$ cat config.mk
export PLATFORM = sky130hd
export DESIGN_NAME = conv_stream_ctrl
export DESIGN_NICKNAME = d
export VERILOG_FILES = /design/src/rtl/conv_stream_ctrl.sv
export SDC_FILE = /design/constraint.sdc
export NUM_CORES = 1
export LEC_CHECK = 0
export BUFFER_PORTS_ARGS = -buffer_cell sky130_fd_sc_hd__buf_2
export CAP_MARGIN = 15
export CORE_AREA = 8 8 199 201
export DETAILED_ROUTE_END_ITERATION = 10
export DIE_AREA = 0 0 207 209
export GPL_ROUTABILITY_DRIVEN = 1
export MAX_ROUTING_LAYER = met4
export SYNTH_ARGS = -nofsm -noshare
export SYNTH_HDL_FRONTEND = slang
export SYNTH_SLANG_ARGS = --single-unit
$ cat constraint.sdc
create_clock -name clk -period 3.5 [get_ports clk]
set_input_delay 0.175 -clock clk [delete_from_list [all_inputs] [get_ports clk]]
set_output_delay 0.175 -clock clk [all_outputs]
set_load 0.02 [all_outputs]
$ cat src/rtl/conv_stream_ctrl.sv
// conv_stream_ctrl: stream wrapper around the 3x3 Gaussian convolution core.
// Feeds AXI-Stream input beats into the core, appends one row of zero flush
// beats at end of frame, and discards the core's first row of outputs. It also
// regenerates output framing (tuser on first beat, tlast on last beat).
//
// state    | meaning
// ---------+-------------------------------------------------------------
// ST_IDLE  | core held in reset, waiting for s_tvalid to start a frame
// ST_RUN   | accepting input beats, one core advance per accepted beat
// ST_FLUSH | issuing one row of zero beats to push out the last row
// ST_DRAIN | waiting for the final output beat to handshake
module conv_stream_ctrl #(
  parameter int PIXELS_PER_BEAT = 16,
  parameter int IMAGE_DIM       = 512,
  parameter int DATA_WIDTH      = 8 * PIXELS_PER_BEAT
) (
  input  logic                  clk,
  input  logic                  reset,
  input  logic [DATA_WIDTH-1:0] s_tdata,
  input  logic                  s_tvalid,
  output logic                  s_tready,
  input  logic                  s_tlast,
  output logic [DATA_WIDTH-1:0] m_tdata,
  output logic                  m_tvalid,
  input  logic                  m_tready,
  output logic                  m_tlast,
  output logic                  m_tuser,
  output logic                  core_stall,
  output logic                  core_aresetn,
  output logic [DATA_WIDTH-1:0] core_inp_frame,
  input  logic [DATA_WIDTH-1:0] core_out_frame,
  output logic                  busy,
  output logic                  frame_done,
  output logic                  err_tlast
);

  localparam int BEATS_PER_ROW = IMAGE_DIM / PIXELS_PER_BEAT;
  localparam int TOTAL         = BEATS_PER_ROW * IMAGE_DIM;
  localparam int CNT_W         = $clog2(TOTAL + BEATS_PER_ROW + 1);

  localparam logic [CNT_W-1:0] ROW_BEATS = CNT_W'(BEATS_PER_ROW);
  localparam logic [CNT_W-1:0] LAST_BEAT = CNT_W'(TOTAL - 1);
  localparam logic [CNT_W-1:0] LAST_ADV  = CNT_W'(TOTAL + BEATS_PER_ROW - 1);
  localparam logic [CNT_W-1:0] CNT_ONE   = CNT_W'(1);

  typedef enum logic [1:0] {
    ST_IDLE  = 2'd0,
    ST_RUN   = 2'd1,
    ST_FLUSH = 2'd2,
    ST_DRAIN = 2'd3
  } state_t;

  state_t           state_q, state_d;
  logic [CNT_W-1:0] in_cnt_q, in_cnt_d;
  logic [CNT_W-1:0] adv_cnt_q, adv_cnt_d;
  logic [CNT_W-1:0] out_cnt_q, out_cnt_d;
  logic             out_pend_q, out_pend_d;
  logic             err_tlast_q, err_tlast_d;

  logic can_adv;
  logic adv;
  logic accept;
  logic out_hs;
  logic last_out;

  // Advance qualification: the core may only step when its held result is
  // free or leaving this cycle, so s_tready follows m_tready combinationally.
  always_comb begin
    can_adv  = !out_pend_q || m_tready;
    adv      = 1'b0;
    case (state_q)
      ST_RUN:   adv = s_tvalid && can_adv;
      ST_FLUSH: adv = can_adv;
      default:  adv = 1'b0;
    endcase
    accept   = (state_q == ST_RUN) && adv;
    out_hs   = out_pend_q && m_tready;
    last_out = (out_cnt_q == LAST_BEAT);
  end

  // State register.
  always_ff @(posedge clk) begin
    if (reset) begin
      state_q <= ST_IDLE;
    end else begin
      state_q <= state_d;
    end
  end

  // Next-state logic; frame length is set purely by the counters.
  always_comb begin
    state_d = state_q;
    case (state_q)
      ST_IDLE: begin
        if (s_tvalid) state_d = ST_RUN;
      end
      ST_RUN: begin
        if (accept && (in_cnt_q == LAST_BEAT)) state_d = ST_FLUSH;
      end
      ST_FLUSH: begin
        if (adv && (adv_cnt_q == LAST_ADV)) state_d = ST_DRAIN;
      end
      ST_DRAIN: begin
        if (out_hs && last_out) state_d = ST_IDLE;
      end
      default: state_d = ST_IDLE;
    endcase
  end

  // Moore/Mealy outputs toward the input stream and the core.
  always_comb begin
    s_tready       = (state_q == ST_RUN) && can_adv;
    core_stall     = !adv;
    core_aresetn   = (state_q != ST_IDLE);
    core_inp_frame = (state_q == ST_RUN) ? s_tdata : '0;
    busy           = (state_q != ST_IDLE);
    frame_done     = (state_q == ST_DRAIN) && out_hs && last_out;
  end

  // Output stream: the core holds its output while stalled, so data is a
  // straight pass-through and only framing is derived from out_cnt.
  always_comb begin
    m_tvalid  = out_pend_q;
    m_tdata   = core_out_frame;
    m_tuser   = (out_cnt_q == '0);
    m_tlast   = last_out;
    err_tlast = err_tlast_q;
  end

  // Counter, pending-result and framing-error next values.
  always_comb begin
    in_cnt_d    = in_cnt_q;
    adv_cnt_d   = adv_cnt_q;
    out_cnt_d   = out_cnt_q;
    out_pend_d  = out_pend_q;
    err_tlast_d = err_tlast_q;
    if (state_q == ST_IDLE) begin
      in_cnt_d   = '0;
      adv_cnt_d  = '0;
      out_cnt_d  = '0;
      out_pend_d = 1'b0;
      if (s_tvalid) err_tlast_d = 1'b0;
    end else begin
      if (accept) in_cnt_d = in_cnt_q + CNT_ONE;
      if (adv)    adv_cnt_d = adv_cnt_q + CNT_ONE;
      if (out_hs) out_cnt_d = out_cnt_q + CNT_ONE;
      // The first row of advances only primes the core's line buffer.
      if (adv && (adv_cnt_q >= ROW_BEATS)) begin
        out_pend_d = 1'b1;
      end else if (out_hs) begin
        out_pend_d = 1'b0;
      end
      if (accept && (s_tlast != (in_cnt_q == LAST_BEAT))) err_tlast_d = 1'b1;
      // Leave DRAIN with counters already cleared so IDLE shows out_cnt==0.
      if (state_d == ST_IDLE) begin
        in_cnt_d  = '0;
        adv_cnt_d = '0;
        out_cnt_d = '0;
      end
    end
  end

  // Counter and flag registers.
  always_ff @(posedge clk) begin
    if (reset) begin
      in_cnt_q    <= '0;
      adv_cnt_q   <= '0;
      out_cnt_q   <= '0;
      out_pend_q  <= 1'b0;
      err_tlast_q <= 1'b0;
    end else begin
      in_cnt_q    <= in_cnt_d;
      adv_cnt_q   <= adv_cnt_d;
      out_cnt_q   <= out_cnt_d;
      out_pend_q  <= out_pend_d;
      err_tlast_q <= err_tlast_d;
    end
  end

endmodule
After elaboration in Yosys (flattened, before gate mapping):

Index checks and enable logic that the tools add are counted.

* add/subtract/negate cells: 3
* $mul: 0
* divide/modulo/power cells: 0
* magnitude comparators: 1
* eq/ne operators: 8
* shifts and indexed selects: 0
* muxes and demuxes: 12
* bitwise operators: 0
* reductions and logical operators: 23

Operators by type and width (number)
* $mux W128: 1
* $add A15 B1 Y15 const B: 3
* $eq A15 B14 Y1 const B: 2
* $eq A15 B15 Y1 const B: 1
* $ge A15 B6 Y1 const B: 1
* $logic_not A15 Y1: 1
* $logic_and A1 B1 Y1: 11
* $mux W2: 4
* $pmux W2 S4: 1
* $reduce_bool A2 Y1: 3
* $mux W1: 5
* $eq A2 B2 Y1 const B: 2
* $logic_not A2 Y1: 2
* $reduce_or A3 Y1: 1
* $eq A2 B1 Y1 const B: 1
* $logic_not A1 Y1: 2
* $ne A2 B2 Y1 const B: 1
* $pmux W1 S2: 1
* $reduce_and A2 Y1: 1
* $reduce_or A2 Y1: 1
* $logic_or A1 B1 Y1: 1
* $ne A1 B1 Y1: 1

* register bits: 49
* latch bits: 0
* bits in writable memories: 0
* memory bits (read-only): 0
* input bits: 261
* output and inout bits: 265
* memories: 0

Logic depth before layout (Yosys ltp):

Gate-level depths: netlist (run 1).

* word-level depth: 10
* mapped depth: 8
* gate-level depth less buffers: 7

Worst setup path after synthesis (run 1):

OpenSTA, ideal clock, no wires.

* path kind: register to register
* start: register state_q[0]
* end: register adv_cnt_q[0]
* library setup time: 0.081 ns
* data arrival time: 2.086 ns
* data required time: 3.419 ns
* path slack: 1.333 ns
* stages on the path, launching flop included: 9
* period minus slack after synthesis: 2.167 ns
* cell sequence: dfxtp_1 > inv_1 > ha_1 > o21a_1 > nand3_1 > o31ai_4 > o22ai_4 > buf_6 > a211oi_2

* longest elaborated chain between the ends: 8
* elaborated cells between the ends (all ways): 15
* classes of those cells: 3 x eq/ne; 6 x mux; 6 x reduce/logical

Ends and longest elaborated chain
* start, declared: line 53 `state_t state_q, state_d;`
* start signal, assigned: line 86 `state_q <= state_d;`
* $eq A2 B2 Y1 / $eq A2 B1 Y1 (equally long branches): line 71, 93, 76
* $pmux W1 S2: line 71 `case (state_q)`
* $logic_and A1 B1 Y1: line 76 `accept = (state_q == ST_RUN) && adv;`
* $logic_and A1 B1 Y1: line 98 `if (accept && (in_cnt_q == LAST_BEAT)) state_d = ST_FLUSH;`
* $mux W2: line 98
* $pmux W2 S4: line 93 `case (state_q)`
* $logic_not A2 Y1: line 155 `if (state_d == ST_IDLE) begin`
* $reduce_or A3 Y1 (no source line)
* end signal, assigned: line 173 `adv_cnt_q <= adv_cnt_d;`
* end, declared: line 55 `logic [CNT_W-1:0] adv_cnt_q, adv_cnt_d;`

Parallel ways exist; a longest one is shown, timed or not.
A chain may end at the register's enable or synchronous reset.

Worst setup path in the final report (run 1):

* start: register state_q[0]
* end: register out_cnt_q[1]

* longest elaborated chain between the ends: 8
* elaborated cells between the ends (all ways): 15
* classes of those cells: 3 x eq/ne; 6 x mux; 6 x reduce/logical

Ends and longest elaborated chain
* $eq A2 B2 Y1 / $eq A2 B1 Y1 (equally long branches): line 71, 93, 76
* $pmux W1 S2: line 71
* $logic_and A1 B1 Y1: line 76
* $logic_and A1 B1 Y1: line 98
* $mux W2: line 98
* $pmux W2 S4: line 93
* $logic_not A2 Y1: line 155
* $reduce_or A3 Y1 (no source line) *
* end signal, assigned: line 174 `out_cnt_q <= out_cnt_d;`
* end, declared: line 56 `logic [CNT_W-1:0] out_cnt_q, out_cnt_d;`

Every way passes the cells marked *; elsewhere a longest branch is shown, timed or not.

==> impl_results.md, run 1 <==
* Status: finished clean
* Number of nets in the layout at slightly below 1000
* Worst stage delay on the critical path at 500 ps
* Drt wl/cell at 21.0 um
* Final-layout setup total negative slack at 0 ps
* Met1 Resource Use GR at 12.7%
* Overall die area at approximately 0.043 mm2
* Post-synthesis cell area at between 0.004 and 0.005 mm2
* Cell count along the critical path at 8
* Number of global-route vias before repair at about 4600
* Top_reg_cell synth: sky130_fd_sc_hd__dfxtp_1
* Reg2reg path depth at 8
* Hold-fix buffers, CTS at 0
* Smallest setup slack after layout at 826 ps
* End-of-flow core utilization at 15.9%
* Via count normalized by instance count at 3.77
* Antenna violations before repair at 1
* H-tree depth at 2
* Layer carrying the most global-route usage: met2
* First-pass GRT wire length at 34.1 mm
* Worst Max-Slew Pin Slew at 956 ps
* CTS root buf: sky130_fd_sc_hd__clkbuf_16
* Critical Path End: out_cnt_q[1]
* Met3 track demand over resource at 5.60%
* Top area cells in the synthesized netlist: sky130_fd_sc_hd__buf_4 (21%), sky130_fd_sc_hd__dfxtp_1 (21%), sky130_fd_sc_hd__and2_1 (17%)
* Minimum hold slack at 105 ps
* Skew-Pair Late Insertion Delay at between 200 and 300 ps
* Die extent in y at roughly 210 um
* Number of search-and-repair iterations in the first detailed-routing pass at 5
* Layout cell share with drive strength beyond 1 at ~48%
* Count of buffer and inverter cells on the critical path at 2
* Gr usage total at around 11%
* GP Congestion at 0.821
* Leading cell type in the layout, fill and taps excluded: sky130_fd_sc_hd__buf_2
* Setup slack of the most critical reg-to-reg path at approximately 830 ps
* Clk slew on worst S/H paths at about 60 ps
* Area share of the leading cell type in the synthesized netlist at between 20% and 30%
* Critical path launch point: state_q[0]
* Post-Place Cells at 1153
* Number of pins exceeding their max-slew limit in the final report at 0
* Async SR Flop Fraction at 0%
* Worst setup SP type: flip-flop
* Setup clock skew after layout at 3.48 ps
* Largest net degree at the start of global routing at 122
* Synthesized instance count at 570
* Non-filler instance count after layout at 1161
* Highest clock frequency the design can meet at 374 MHz
* Max capacitance violation total at 0
* Count of vias placed by the detailed router at 4372
* Highest fanout seen on the critical path at 45
* Inserted Clock Buffers at 5
* Critical-path top delay cell: sky130_fd_sc_hd__dfxtp_1
* Maximum clock path buffer count at 2
* DRC at 0
* CTS tree: yes
* Count of antenna-violating nets left after detailed routing at 0
* Die Wd at 207 um
* Reg-to-reg critical path startpoint: state_q[0]
* Avg Synthesized Cell Area at 8.30 um2
* Crit share post-route at approximately 76%
* Count of fill cells added during filler insertion at 4234
* Post-CTS Repair Setup Buffers at 0
* Dpl hpwl at 21.0 mm
* Worst flop-to-flop path endpoint: out_cnt_q[1]
* Clock net sink count at between 40 and 50
* Hold violation total from the final report at 0
* Endpoint class of the critical path: flip-flop
* Count of input and output buffers at 269
* Cell family with the largest share of critical-path delay: compound AO/OA/AOI/OAI gates
* Arrival time of data at the critical path endpoint at between 2000 and 3000 ps
* Final setup violation count at 0
* CP Data Required Time at 3700 ps
* Setup Slack @ Placement at 804 ps
* Cell type with the largest total area after synthesis: sky130_fd_sc_hd__buf_4
* Core area at around 0.036 mm2
* Global Route met2 Usage at 16.1%
* GRT Residual Overflow at 0
* Routed WL at about 24 mm
* Peak supply drop at 139 uV
* Register bit count reported by yosys at 49
* Power per cell area at 277 mW/mm2
* Leak at 2.42 nW
* Count of boundary I/O pins at around 530
* Starting density of the core at between 10% and 20%
* Number of distinct library cells after synthesis at between 40 and 50
* Area Growth Syn to Fin at 21.6%
* Number of core rows at 70
* Slew Limit Headroom at 36.3%
* Cell breakdown of the critical path: inv_1, ha_1, o21a_1, nand3_1, o31ai_4, o22ai_4, buf_12, a221oi_1
* DRC marker count from the first detailed-route iteration at about 290
* Count of yosys warnings during synthesis at 0
* Hold Path Class: in2reg
* Commonest cells after routing, fill and taps aside: sky130_fd_sc_hd__buf_2 (269), sky130_fd_sc_hd__and2_1 (130), sky130_fd_sc_hd__dfxtp_1 (49)
* Critical path start-end classification: reg2reg
* Unrepaired setup endpoints after global routing: no
* Final min period at 2670 ps
* Total nets after synthesis at 840
* Proportion of synthesized chip area in sequential cells at about a fifth
* Cts repair resizes at 0
* Number of enable flip-flop cells after synthesis at 0
-- area by class of cell --
type                       count  area [um2]  area share [%]
clock buffer                   7         143            2.48
sequential                    49         981            17.1
multi-input combinational    347        2590            45.0
antenna                        1        2.50          0.0435
inverter                      15        56.3           0.979
timing repair buffer         274        1400            24.3
tap                          468         586            10.2
-- logic make-up (layout without fill, tap and decap cells) --
kind of cell	after synthesis	count (layout)	share of synthesized area, %
AND/OR/NAND/NOR	232	232	29.2
buffers and inverters	174	296	25.0
AO/OA/AOI/OAI	61	61	14.3
flip-flops	49	49	20.7
XOR/XNOR	43	43	7.96
adder cells (fa/ha/maj)	9	9	2.38
multiplexers	2	2	0.423
other	0	1	0
-- worst min-delay path by stage --
| stage | from | endpoint | slack, ps | cells past startpoint |
|---|---|---|---|---|
| 5_1_grt | reset | state_q[0] | 100 | 2 |
| 4_1_cts | reset | state_q[0] | 100 | 2 |
| 3_5_place_dp | core_out_frame[0] | m_tdata[0] | 350 | 0 |
| 3_3_place_gp | core_out_frame[0] | m_tdata[0] | 350 | 0 |
| 6_report | reset | state_q[0] | 110 | 2 |
| 2_1_floorplan | reset | state_q[0] | 240 | 1 |
-- stage by stage --
step | total power [W] | area (um2)
after floorplan | 0.00108 | 4730
after global placement | 0.00114 | 5610
after detailed placement | 0.00114 | 5610
after CTS | 0.00162 | 5750
after global routing | 0.00167 | 5750
final | 0.00160 | 5750
-- per-layer routing --
metal	vias up	share of wire (%)
li1	2015	-
met1	2068	41
met2	255	44
met3	34	13
met4	0	2.4
met5	-	0
-- sequential cells by signal, indices dropped and copies added (netlist names) --
name / cells
out_cnt_q: 15
err_tlast: 1
in_cnt_q: 15
m_tvalid: 1
state_q: 2
adv_cnt_q: 15
-- synthesized netlist by cell type (all sizes together) (2+ instances only) --
cell type    n
xor2         9
clkbuf      20
or2          3
xnor2       34
nand2b       3
and3         2
nand3       11
and2       130
nor4        13
o21a         2
and4         4
nor2        15
mux2i        2
dfxtp       49
a21oi        5
nor3        15
or4          2
buf        139
nand4       16
inv         15
nand2       15
ha           9
a211oi      44
-- where the power goes --
group / leakage [nW] / switching [W] / internal [W]
Combinational: 1.96 / 0.000370 / 0.000186
Clock: 0.0700 / 0.000196 / 0.000281
Sequential: 0.395 / 0.00000322 / 0.000559
Total: 2.42 / 0.000569 / 0.00103
(Power assumes the default switching activity.)
==> run 2: changes to the inputs <==
ABC_AREA = 1   (was unset)
CORE_AREA = 8 8 198 200   (was 8 8 199 201)
DIE_AREA = 0 0 206 208   (was 0 0 207 209)
clock period = 2.8 ns   (was 3.5 ns; I/O delays follow)
==> run 2 against run 1 <==
Total power grew 110%. Clock skew grew 5.3 ps. Sequential power rose by 28%. Worst hold slack better by 14 ps. Wire length decreased by 25%. Critical path type unchanged. Critical endpoint is now adv_cnt_q[1]. Largest cell class unchanged. Largest power group is now combinational logic.
==> impl_results.md, run 2 <==
* Status: finished clean (unchanged)
* Overall die area at 0.0428 mm2 (was 0.0433 mm2)
* Hold violation total from the final report at 0 (unchanged)
* Post-synthesis cell area at 0.00454 mm2 (was 0.00473 mm2)
* Design area at 0.00565 mm2 (was 0.00575 mm2)
* Dominant cell by count in the synthesized netlist: sky130_fd_sc_hd__nand2_1 (was sky130_fd_sc_hd__buf_4)
* Layout cell share with drive strength beyond 1 at 33.1% (was 47.5%)
* Skew-Pair Late Insertion Delay at 290 ps (about the same)
* Peak supply drop at 355 uV (was 139 uV)
* Dpl hpwl at 15.8 mm (was 21.0 mm)
* Endpoint class of the critical path: flip-flop (unchanged)
* Placement Cell Area at 0.00545 mm2 (was 0.00561 mm2)
* Number of pins exceeding their max-slew limit in the final report at 0 (unchanged)
* Count of yosys warnings during synthesis at 0 (unchanged)
* Worst setup SP type: flip-flop (unchanged)
* Worst Max-Slew Pin Slew at 624 ps (was 956 ps)
* Starting density of the core at 12.6% (was 13.1%)
* Final min period at 2240 ps (was 2670 ps)
* Synthesized instance count at 747 (was 570)
* Post-CTS Repair Setup Buffers at 0 (unchanged)
* Number of nets in the layout at 1148 (was 962)
* Cts repair resizes at 0 (unchanged)
* Number of distinct library cells after synthesis at 29 (was 42)
* First-pass GRT wire length at 27.1 mm (was 34.1 mm)
* Commonest cells after routing, fill and taps aside: sky130_fd_sc_hd__buf_2 (269), sky130_fd_sc_hd__nand2_1 (194), sky130_fd_sc_hd__inv_1 (170) (was sky130_fd_sc_hd__buf_2 (269), sky130_fd_sc_hd__and2_1 (130), sky130_fd_sc_hd__dfxtp_1 (49))
* Count of vias placed by the detailed router at 4631 (was 4372)
* Number of global-route vias before repair at 4700 (was 4646)
* Setup clock skew after layout at 8.75 ps (was 3.48 ps)
* CP Data Required Time at 2950 ps (was 3700 ps)
* Routed WL at 18.3 mm (was 24.4 mm)
* Max capacitance violation total at 0 (unchanged)
* Count of input and output buffers at 269 (unchanged)
* Number of enable flip-flop cells after synthesis at 0 (unchanged)
* Commonest cells post-synth: sky130_fd_sc_hd__nand2_1 (194), sky130_fd_sc_hd__inv_1 (170), sky130_fd_sc_hd__buf_4 (130), sky130_fd_sc_hd__nor2_1 (76), sky130_fd_sc_hd__dfxtp_1 (49) (was sky130_fd_sc_hd__buf_4 (133), sky130_fd_sc_hd__and2_1 (130), sky130_fd_sc_hd__dfxtp_1 (49), sky130_fd_sc_hd__a211oi_2 (40), sky130_fd_sc_hd__xnor2_1 (34))
* Unrepaired setup endpoints after global routing: no (unchanged)
* GRT Residual Overflow at 0 (unchanged)
* Slew Limit Headroom at 58.4% (was 36.3%)
* Crit share post-route at 79.9% (was 76.4%)
* Number of core rows at 70 (unchanged)
* Biggest registers after layout: adv_cnt_q: 15 flops, in_cnt_q: 15 flops, out_cnt_q: 15 flops (unchanged)
* Inserted Clock Buffers at 5 (unchanged)
* Total nets after synthesis at 1017 (was 840)
* Highest fanout seen on the critical path at 45 (unchanged)
* Avg Synthesized Cell Area at 6.08 um2 (was 8.30 um2)
* Final-layout setup total negative slack at 0 ps (unchanged)
* Proportion of synthesized chip area in sequential cells at 21.6% (was 20.7%)
* Hold-fix buffers, CTS at 0 (unchanged)
* Antenna violations before repair at 3 (was 1)
* GP Congestion at 0.885 (was 0.821)
* Maximum clock path buffer count at 2 (unchanged)
* CTS tree: yes (unchanged)
* DRC marker count from the first detailed-route iteration at 290 (was 286)
* H-tree depth at 2 (unchanged)
* Count of antenna-violating nets left after detailed routing at 0 (unchanged)
* Async SR Flop Fraction at 0% (unchanged)
* Register bit count reported by yosys at 49 (unchanged)
* Area share of the leading cell type in the synthesized netlist at 21.6% (was 21.1%)
* Gr usage total at 8.18% (was 10.8%)
* Die Wd at 206 um (was 207 um)
* Clock net sink count at 49 (unchanged)
* DRC at 0 (unchanged)
* Reg2reg path depth at 13 (was 8)
* Die extent in y at 208 um (was 209 um)
* Minimum hold slack at 119 ps (was 105 ps)
* Critical path start-end classification: reg2reg (unchanged)
* Power per cell area at 603 mW/mm2 (was 277 mW/mm2)
* Clk slew on worst S/H paths at 60 ps (about the same)
* Leak at 3.59 nW (was 2.42 nW)
* Top area cells in the synthesized netlist: sky130_fd_sc_hd__dfxtp_1 (22%), sky130_fd_sc_hd__buf_4 (21%), sky130_fd_sc_hd__nand2_1 (16%) (was sky130_fd_sc_hd__buf_4 (21%), sky130_fd_sc_hd__dfxtp_1 (21%), sky130_fd_sc_hd__and2_1 (17%))
* Smallest setup slack after layout at 563 ps (was 826 ps)
* Cell type with the largest total area after synthesis: sky130_fd_sc_hd__dfxtp_1 (was sky130_fd_sc_hd__buf_4)
* Setup Slack @ Placement at 545 ps (was 804 ps)
* Via count normalized by instance count at 3.43 (was 3.77)
* Number of search-and-repair iterations in the first detailed-routing pass at 5 (unchanged)
* Drt wl/cell at 13.5 um (was 21.0 um)
* Final setup violation count at 0 (unchanged)
* Count of boundary I/O pins at 526 (unchanged)
* Cell count of the worst hold path at 2 (unchanged)
* Area Growth Syn to Fin at 24.3% (was 21.6%)
* Top_reg_cell synth: sky130_fd_sc_hd__dfxtp_1 (unchanged)
* Arrival time of data at the critical path endpoint at 2390 ps (was 2870 ps)
* CTS root buf: sky130_fd_sc_hd__clkbuf_16 (unchanged)
* Highest clock frequency the design can meet at 447 MHz (was 374 MHz)
* Leading cell type in the layout, fill and taps excluded: sky130_fd_sc_hd__buf_2 (unchanged)
* Largest net degree at the start of global routing at 130 (was 122)
* Hold Path Class: in2reg (unchanged)
* Core area at 0.0361 mm2 (was 0.0363 mm2)
## run 2: final cells by class
type	instances	area, um2
timing repair buffer	272	1380
multi-input combinational	379	1860
sequential	49	981
fill	4222	30400
tap	468	586
clock buffer	5	125
inverter	171	642
clock inverter	3	68.8
antenna	2	5.00
## run 2: power by group
group	internal (W)	total (W)	leakage [nW]	switching (W)
Clock	0.000515	0.000784	0.0944	0.000269
Sequential	0.000708	0.000722	0.395	0.0000139
Combinational	0.000554	0.00190	3.10	0.00134
Total	0.00178	0.00340	3.59	0.00163
## run 2: metal layers
metal	vias up	GRT usage (%)	part of all wire (%)
li1	2279	-	-
met4	0	3.16	3.2
met2	244	12.1	45
met3	56	3.29	10
met1	2052	9.78	42
met5	-	-	0
## run 2: metrics by stage
stage / util (%) / total power [W] / instances
after CTS: 15.6 / 0.00346 / 1347
after floorplan: - / 0.00224 / 747
after detailed placement: 15.1 / 0.00266 / 1339
after global routing: 15.6 / 0.00364 / 1349
final: 15.6 / 0.00340 / 1349
after global placement: 15.1 / 0.00266 / 1339
## run 2: path summary, 6_finish.rpt
check | startpoint | endpoint | slack [ps]
setup / recovery | state_q[0] | adv_cnt_q[1] | 560
hold / removal | reset | state_q[0] | 120
setup reg to reg | state_q[0] | adv_cnt_q[1] | 560
hold reg to reg | err_tlast | err_tlast | 460
## run 2: kinds of logic after synthesis
logic type	count (synthesis)	share of synthesized area (%)
adder cells (fa/ha/maj)	9	2.48
XOR/XNOR	38	7.33
AO/OA/AOI/OAI	19	2.29
flip-flops	49	21.6
AND/OR/NAND/NOR	313	28.5
buffers and inverters	319	37.8
## run 2: worst max-delay path, cell delays in order, from the launching register on
cell and delay, ps:
sky130_fd_sc_hd__dfxtp_1 400, sky130_fd_sc_hd__inv_1 110, sky130_fd_sc_hd__ha_1 220, sky130_fd_sc_hd__inv_1 70
sky130_fd_sc_hd__nand2_1 80, sky130_fd_sc_hd__nand3_4 120, sky130_fd_sc_hd__nor2_2 70, sky130_fd_sc_hd__buf_4 160
sky130_fd_sc_hd__a21oi_1 140, sky130_fd_sc_hd__nand2_1 60, sky130_fd_sc_hd__nand2_1 90, sky130_fd_sc_hd__nand3_2 100
sky130_fd_sc_hd__nand2_4 390, sky130_fd_sc_hd__nor2_1 90
==> run 3: changes to the inputs <==
clock period = 2.09 ns   (was 2.8 ns; I/O delays follow)
==> run 3 against run 2 <==
Core utilization is 0.46 points higher. Die area unchanged. Combinational power up 50%. Clock-buffer cell count grew 2. Sequential power increased by 34%.
==> impl_results.md, run 3 (synthesis results as in run 2) <==
* Status: finished clean (unchanged)
* Number of core rows at 70 (unchanged)
* H-tree depth at 2 (unchanged)
* Crit share post-route at 93.3%
* Via count normalized by instance count at 3.43 (about the same)
* Gr usage total at 8.54% (was 8.18%)
* GP Congestion at 0.864 (was 0.885)
* Skew-Pair Late Insertion Delay at 290 ps (about the same)
* Highest clock frequency the design can meet at a little over 500 MHz
* Unrepaired setup endpoints after global routing: no (unchanged)
* Inserted Clock Buffers at 5 (unchanged)
* Number of search-and-repair iterations in the first detailed-routing pass at 4 (was 5)
* Count of fill cells added during filler insertion at 4230 (was 4222)
* Hold Path Class: in2reg (unchanged)
* Highest fanout seen on the critical path at 64 (was 45)
* Power per cell area at 818 mW/mm2 (was 603 mW/mm2)
* Number of pins exceeding their max-slew limit in the final report at 0 (unchanged)
* Starting density of the core at 12.6% (unchanged)
* Max capacitance violation total at 0 (unchanged)
* End-of-flow core utilization at 16.1% (was 15.6%)
* Register area at 983 um2 (was 981 um2)
* CTS tree: yes (unchanged)
* Worst Max-Slew Pin Slew at 386 ps (was 624 ps)
* First-pass GRT wire length at 27.9 mm (was 27.1 mm)
* Final setup violation count at 0 (unchanged)
* Die Wd at 206 um (unchanged)
* Biggest registers after layout: adv_cnt_q: 15 flops, in_cnt_q: 15 flops, out_cnt_q: 15 flops (unchanged)
* Count of antenna-violating nets left after detailed routing at 0 (unchanged)
* Cell count of the worst hold path at 2 (unchanged)
* Count of boundary I/O pins at 526 (unchanged)
* Final min period at 1950 ps
* CP Data Required Time at 1990 ps (was 2950 ps)
* Leak at 3.68 nW (was 3.59 nW)
* CTS root buf: sky130_fd_sc_hd__clkbuf_16 (unchanged)
* Total chip power at 0.00475 W (was 0.00340 W)
* Area Growth Syn to Fin at 28.0% (was 24.3%)
* Die extent in y at 208 um (unchanged)
* Critical path start-end classification: reg2out (was reg2reg)
* Hold violation total from the final report at 0 (unchanged)
* Overall die area at 0.0428 mm2 (unchanged)
* DRC marker count from the first detailed-route iteration at 255 (was 290)
* Worst setup SP type: flip-flop (unchanged)
* Leading cell type in the layout, fill and taps excluded: sky130_fd_sc_hd__buf_2 (unchanged)
* Endpoint class of the critical path: output pin (was flip-flop)
* Number of global-route vias before repair at 4881 (was 4700)
* Dpl hpwl at 15.9 mm (was 15.8 mm)
* Count of vias placed by the detailed router at 4671 (was 4631)
* Peak supply drop at 366 uV (was 355 uV)
* Clock net sink count at 49 (unchanged)
* Count of input and output buffers at 269 (unchanged)
* Clk slew on worst S/H paths at 60 ps (about the same)
* GRT Residual Overflow at 0 (unchanged)
* Layout cell share with drive strength beyond 1 at 34.7% (was 33.1%)
* Maximum clock path buffer count at 2 (unchanged)
* Largest net degree at the start of global routing at 65 (was 130)
* Drt wl/cell at 14.0 um (was 13.5 um)
* Routed WL at 19.1 mm (was 18.3 mm)
* Setup clock skew after layout at 5.94 ps (was 8.75 ps)
* Reg2reg path depth at 13 (unchanged)
* DRC at 0 (unchanged)
* Final-layout setup total negative slack at 0 ps (unchanged)
* Arrival time of data at the critical path endpoint at 1850 ps (was 2390 ps)
* Slew Limit Headroom at 74.0% (was 58.4%)
* Hold-fix buffers, CTS at 0 (unchanged)
* Minimum hold slack at 73.5 ps (was 119 ps)
* Number of nets in the layout at 1159 (was 1148)
* Antenna violations before repair at 4 (was 3)
* Footprint of the multi-input gates at 0.00189 mm2 (was 0.00186 mm2)
* Core area at 0.0361 mm2 (unchanged)
* Commonest cells after routing, fill and taps aside: sky130_fd_sc_hd__buf_2 (269), sky130_fd_sc_hd__nand2_1 (193), sky130_fd_sc_hd__inv_1 (169) (was sky130_fd_sc_hd__buf_2 (269), sky130_fd_sc_hd__nand2_1 (194), sky130_fd_sc_hd__inv_1 (170))
==> run 3: area by class of cell <==
| type | instances | area share [%] |
|---|---|---|
| repair buffers | 283 | 26.4 |
| flip-flops and latches | 49 | 16.9 |
| well taps | 468 | 10.1 |
| clock inverters | 1 | 0.517 |
| diodes | 2 | 0.0861 |
| inverters | 171 | 11.0 |
| clock buffers | 7 | 2.45 |
| multi-input cells | 379 | 32.5 |
==> run 3: power breakdown <==
part	switching (W)	total [W]	internal [W]	leakage (nW)
combinational	0.00194	0.00285	0.000903	3.20
sequential	0.0000176	0.000971	0.000953	0.396
clock	0.000338	0.000936	0.000598	0.0841
total	0.00230	0.00475	0.00245	3.68
==> run 3: routing by layer <==
metal | GRT usage, % | vias up | wire, um
li1 | - | 2292 | -
met4 | 3.13 | 0 | 507
met5 | - | - | 0
met2 | 13.1 | 251 | 8770
met3 | 3.76 | 59 | 2100
met1 | 9.70 | 2069 | 7710
==> run 3: final timing paths <==
kind / end / start / slack, ps
min: state_q[1] / reset / 70
max: core_inp_frame[57] / state_q[1] / 140
max reg2reg: in_cnt_q[12] / in_cnt_q[0] / 190
min reg2reg: err_tlast / err_tlast / 470
==> run 3: stage by stage <==
step	instance area, um2	setup WS (ps)	instances
finish	5810	140	1360
global route	5810	7.30	1360
CTS	5730	6.30	1354
detailed placement	5520	115	1345
global placement	5520	150	1345
floorplan	4540	260	747
==> run 3: repair_timing <==
item | in CTS | in global routing
pin swaps | 0 | 2
cloned | 1 | 0
gates resized for setup | 2 | 10
setup endpoints to repair | 2 | 45
setup buffers | 0 | 4
==> run 3: critical path, stage by stage, from the launching register on <==
cell                      delay [ps]
sky130_fd_sc_hd__dfxtp_2         340
sky130_fd_sc_hd__inv_2           100
sky130_fd_sc_hd__ha_4            180
sky130_fd_sc_hd__buf_4           130
sky130_fd_sc_hd__buf_16          210
sky130_fd_sc_hd__nand2_1         160
sky130_fd_sc_hd__inv_1           160
sky130_fd_sc_hd__buf_2           190
